===== src/rtl/load_writeback_unit_pkg.sv =====
// Shared definitions for the load/writeback path: RV32I load encodings and FSM states.
package load_writeback_unit_pkg;

  localparam logic [2:0] F3_LB  = 3'b000;
  localparam logic [2:0] F3_LH  = 3'b001;
  localparam logic [2:0] F3_LW  = 3'b010;
  localparam logic [2:0] F3_LBU = 3'b100;
  localparam logic [2:0] F3_LHU = 3'b101;

  typedef enum logic [1:0] {
    IDLE = 2'b00,
    REQ  = 2'b01,
    WAIT = 2'b10,
    WB   = 2'b11
  } state_t;

  // True for encodings that are not loads, or loads whose address breaks natural alignment.
  function automatic logic load_is_bad(input logic [2:0] funct3, input logic [1:0] addr_lo);
    case (funct3)
      F3_LB, F3_LBU: load_is_bad = 1'b0;
      F3_LH, F3_LHU: load_is_bad = addr_lo[0];
      F3_LW:         load_is_bad = (addr_lo != 2'b00);
      default:       load_is_bad = 1'b1;
    endcase
  endfunction

endpackage


===== src/rtl/load_writeback_unit_extract.sv =====
// Byte/half/word lane selection and sign/zero extension of a little-endian memory word.
module load_extract
  import load_writeback_unit_pkg::*;
(
  input  logic [2:0]  funct3,
  input  logic [1:0]  addr_lo,
  input  logic [31:0] word,
  output logic [31:0] data
);

  logic [7:0]  byte_lane;
  logic [15:0] half_lane;

  // NOTE: every output of a combinational block gets a default first so no latch is inferred.
  always_comb begin
    byte_lane = word[8*addr_lo +: 8];
    half_lane = addr_lo[1] ? word[31:16] : word[15:0];
    data      = word;
    case (funct3)
      F3_LB:   data = {{24{byte_lane[7]}}, byte_lane};
      F3_LBU:  data = {24'h0, byte_lane};
      F3_LH:   data = {{16{half_lane[15]}}, half_lane};
      F3_LHU:  data = {16'h0, half_lane};
      default: data = word;
    endcase
  end

endmodule


===== src/rtl/load_writeback_unit.sv =====
// Multi-cycle load path: memory req/ready handshake, timeout, and a one-cycle register file write.
module load_writeback_unit
  import load_writeback_unit_pkg::*;
#(
  parameter int TIMEOUT = 16
) (
  input  logic        clk,
  input  logic        rst,
  input  logic        ld_valid,
  input  logic [2:0]  ld_funct3,
  input  logic [31:0] ld_addr,
  input  logic [4:0]  ld_rd,
  output logic        mem_req,
  output logic [31:0] mem_addr,
  input  logic        mem_ready,
  input  logic [31:0] mem_rdata,
  output logic        rf_we,
  output logic [4:0]  rf_waddr,
  output logic [31:0] rf_wdata,
  output logic        stall,
  output logic        fault
);

  localparam logic [7:0] TIMEOUT_LAST = 8'(TIMEOUT - 1);

  state_t      state, state_next;
  logic [2:0]  funct3_q;
  logic [31:0] addr_q;
  logic [4:0]  rd_q;
  logic [31:0] rdata_q;
  logic [7:0]  wait_count;
  logic        reject_q;
  logic        bad;
  logic        accept;
  logic        timeout;
  logic        in_mem;
  logic [31:0] extracted;

  assign bad     = load_is_bad(ld_funct3, ld_addr[1:0]);
  assign accept  = (state == IDLE) && ld_valid && !bad;
  assign in_mem  = (state == REQ) || (state == WAIT);
  // Ready in the final WAIT cycle takes priority over the timeout.
  assign timeout = (state == WAIT) && !mem_ready && (wait_count == TIMEOUT_LAST);

  always_comb begin
    state_next = state;
    case (state)
      IDLE:    if (accept) state_next = REQ;
      REQ:     state_next = mem_ready ? WB : WAIT;
      WAIT:    if (mem_ready) state_next = WB;
               else if (timeout) state_next = IDLE;
      WB:      state_next = IDLE;
      default: state_next = IDLE;
    endcase
  end

  // NOTE: sequential state uses non-blocking assignments so every register samples pre-edge values.
  always_ff @(posedge clk or posedge rst) begin
    if (rst) begin
      state      <= IDLE;
      funct3_q   <= '0;
      addr_q     <= '0;
      rd_q       <= '0;
      rdata_q    <= '0;
      wait_count <= '0;
      reject_q   <= 1'b0;
    end else begin
      state    <= state_next;
      reject_q <= (state == IDLE) && ld_valid && bad;
      if (accept) begin
        funct3_q <= ld_funct3;
        addr_q   <= ld_addr;
        rd_q     <= ld_rd;
      end
      if (in_mem && mem_ready) rdata_q <= mem_rdata;
      if (state == REQ)       wait_count <= '0;
      else if (state == WAIT) wait_count <= wait_count + 8'd1;
    end
  end

  load_extract u_extract (
    .funct3  (funct3_q),
    .addr_lo (addr_q[1:0]),
    .word    (rdata_q),
    .data    (extracted)
  );

  assign mem_req  = in_mem;
  assign mem_addr = in_mem ? {addr_q[31:2], 2'b00} : 32'h0;
  assign stall    = in_mem || accept;
  assign fault    = reject_q || timeout;
  assign rf_we    = (state == WB) && (rd_q != 5'd0);
  assign rf_waddr = (state == WB) ? rd_q : 5'd0;
  assign rf_wdata = (state == WB) ? extracted : 32'h0;

endmodule

===== config.mk =====
export PLATFORM = sky130hd
export DESIGN_NAME = load_writeback_unit
export DESIGN_NICKNAME = d
export VERILOG_FILES = /design/src/rtl/load_writeback_unit_pkg.sv /design/src/rtl/load_writeback_unit_extract.sv /design/src/rtl/load_writeback_unit.sv
export SDC_FILE = /design/constraint.sdc
export NUM_CORES = 1
export LEC_CHECK = 0
export CAP_MARGIN = 0
export CORE_ASPECT_RATIO = 1.1
export CORE_MARGIN = 2
export CORE_UTILIZATION = 46
export DETAILED_ROUTE_END_ITERATION = 12
export PLACE_DENSITY = 0.85
export SETUP_SLACK_MARGIN = 0.3
export SYNTH_ARGS = -nofsm -noshare
export SYNTH_HDL_FRONTEND = slang
export SYNTH_SLANG_ARGS = --single-unit

===== constraint.sdc =====
create_clock -name clk -period 3.04 [get_ports clk]
set_clock_uncertainty 0.15 [all_clocks]
set_input_delay 0.456 -clock clk [delete_from_list [all_inputs] [get_ports clk]]
set_output_delay 0.456 -clock clk [all_outputs]
set_load 0.03 [all_outputs]

==> flow_summary.yaml <==
synthesis:
  syn_inst: 402
  synthAdderAreaFrac: 0.0170
  synth_top_family_by_area: "multiplexers"
  yosysTopAreaCellShare: 0.470
  synth-simple-area-share: 0.143
  ys_async_sr_fraction: 1.00
  synth_area_per_cell_um2: 11.0
  yosysTopAreaCell: "dfrtp_1"
  ys_types: 42
  syn-cell-area_um2: 4420
  synth_xor_area_frac: 0
  synthFlopType: "dfrtp_1"
  ys.warnings.count: 0
  synth.most_common_cell: "dfrtp_1"
  seq_area_frac_synth: 0.470
  yosys-top-cells-count: "dfrtp_1 (83), mux2_2 (57), nand2_1 (40), and2_1 (37), nor2_1 (22)"
  synth_mux_area_frac: 0.224
  synth-edff-count: 0
  synth-seq-cells: 83
  yosys-top-cells-area: "dfrtp_1 (47%), mux2_2 (15%), mux2_4 (6.5%)"
  synth_compound_area_frac: 0.101
run:
  drv_cap: 0
placement:
  io_buffers: 146
  dpl_worst_slack_ns: 0.203
  place.gp.congestion: 0.850
  dp_hpwl_um: 8360
worst_setup_path:
  cp-start-kind: "flip-flop"
  worstPathRequired_ns: 2.43
  worstPathMaxFanout: 8
  worstSetupPathType: "reg -> out"
  endpoint_kind: "primary output"
  r2r_start: "state[1]"
  r2r-end: "rdata_q[19]"
  crit_start: "addr_q[0]"
  r2r_cells: 5
  setup.worst_path.end: "rf_wdata[8]"
  worst_ep_arrival_time_ns: 2.08
  reg2reg_slack_ns: 1.01
clock_tree:
  cts_buffers: 9
  clkSinkCount: 83
  clk_latency_ns: 0.34
  cts-htree-levels: 3
  cts_root_buf: "clkbuf_8"
  clkTransAtPathRegs_ns: 0.08
  clk_path_buf_depth: 2
  cts_tree: "yes"
  cts_hold_buf: 0
drt:
  vias_per_cell: 5.43
  routedWlPerCell_um: 16.6
  antenna_left: 0
  drtIter0Drc: 179
  drcViolationCount: 0
  num_vias: 3682
  first_pass_iters: 4
  wl_um: 11300
timing:
  setup_ws_ns: 0.356
  worst_pin_slew_ns: 0.521
  rsz0062_at_grt: "true"
  layout_min_cycle_time_ns: 2.68
  maxSlewHeadroom: 0.652
  setup_viol: 0
  period_share: 0.883
  report.final.slew_viol_count: 0
  clock.fmax_mhz: 373
  hold_violations: 0
  holdWs_ns: 0.344
  finalSetupTns_ns: 0
layout:
  nFillCells: 759
  fin_nets: 639
  diodes: 0
  register_area_um2: 2080
  multiInputGateArea_um2: 2160
  drive_gt1_frac: 0.332
  area_growth_pct: 35.8
floorplan:
  coreArea_um2: 9350
  start_util: 0.472
  io_pins: 149
  rows: 37
  die_x_um: 97.4
  fp.dieH_um: 107
  die_area_um2: 10400
global_route:
  grt_pass1_vias: 3753
  grt_max_degree: 40
  overflow: 0
  grt_pass1_wl_um: 17800
  antenna_found_initial: 0
  grt_usage: 0.214
power:
  power_density_nw_per_um2: 1110
  ir_drop_uv: 733
  leakage_nw: 2.90
outcome:
  status: "completed"
hold_path:
  hp-class: "in -> async"
worst max-delay path, cell delays in order (launching register included):
cell      delay (ns)
dfrtp_1         0.42
mux4_2          0.38
nor3b_4         0.36
buf_4           0.17
a21oi_1         0.03
a21oi_1         0.15
clkbuf_2        0.23
per-layer routing:
metal / global-route usage / wire, um / vias up / part of all wire
met5: 0 / 0 / - / 0
met4: 0.0774 / 196 / 0 / 0.017
met3: 0.0671 / 1140 / 21 / 0.10
met2: 0.373 / 5620 / 182 / 0.50
met1: 0.249 / 4340 / 1774 / 0.38
li1: - / - / 1705 / -
cells in the final DEF, fill, tap and decap left out, types with 3 or more instances in the layout:
| master | synthesis | final |
|---|---|---|
| buf_2 | 4 | 13 |
| clkinvlp_4 | 0 | 3 |
| clkbuf_2 | 0 | 40 |
| dfrtp_1 | 83 | 82 |
| nor3_1 | 6 | 6 |
| mux2i_1 | 4 | 4 |
| a21oi_1 | 18 | 18 |
| nand2_1 | 40 | 40 |
| a31oi_1 | 8 | 8 |
| ha_1 | 6 | 6 |
| nor2_1 | 22 | 22 |
| clkbuf_8 | 0 | 9 |
| nand2b_1 | 5 | 5 |
| and2_1 | 37 | 37 |
| mux2_2 | 57 | 57 |
| mux2_4 | 19 | 19 |
| buf_4 | 2 | 23 |
| inv_1 | 15 | 14 |
| dlygate4sd2_1 | 0 | 10 |
| o221a_2 | 7 | 7 |
| clkdlybuf4s50_1 | 0 | 75 |
| o21ai_0 | 20 | 20 |
how the worst min path moves through the flow:
stage                               end  slack, ns  cells past startpoint
after floorplan           wait_count[0]       0.32                      1
after global placement       addr_q[16]       0.33                      1
after detailed placement     addr_q[25]       0.33                      1
after CTS                   rdata_q[23]       0.34                      2
after global routing      wait_count[0]       0.37                      1
final                       rdata_q[23]       0.34                      2
timing repair:
| action | in CTS | in global routing |
|---|---|---|
| setup endpoints to repair | 70 | 57 |
| pin swaps | 1 | 1 |
| buffers inserted | 6 | 3 |
| gates resized for setup | 101 | 113 |
area by class of cell:
cell class,instances,share of cell area
timing repair buffer,168,0.228
sequential,83,0.346
clock buffer,10,0.0213
tap,117,0.0244
inverter,15,0.0100
multi-input combinational,280,0.361
clock inverter,5,0.00918
metrics by stage:
stage,power (mW),cells,utilization,instance area (um2)
2_1_floorplan,4.75,403,-,4430
3_3_place_gp,6.15,654,0.643,6010
3_5_place_dp,6.27,654,0.643,6010
4_1_cts,6.81,675,0.664,6210
5_1_grt,7.07,678,0.642,6000
6_report,6.67,678,0.642,6000
sequential cells by signal, indices dropped and copies added, names as in the netlist:
name	count
wait_count	8
rd_q	5
funct3_q	3
addr_q	32
reject_q	1
state	2
rdata_q	32
cells by family (layout without fill, tap and decap cells):
| family | after synthesis | count (layout) |
|---|---|---|
| AOI/OAI and AO/OA | 67 | 67 |
| adders and majority gates | 6 | 6 |
| buffers and inverters | 40 | 198 |
| DFF | 83 | 83 |
| muxes | 81 | 81 |
| other | 1 | 2 |
| and+or+nand+nor | 124 | 124 |
where the power goes:
part           internal (mW)  switching [mW]
Sequential              1.63           0.380
Combinational           1.63            2.28
Clock                  0.373           0.378
Note: power is estimated with default switching activity, not from simulation.
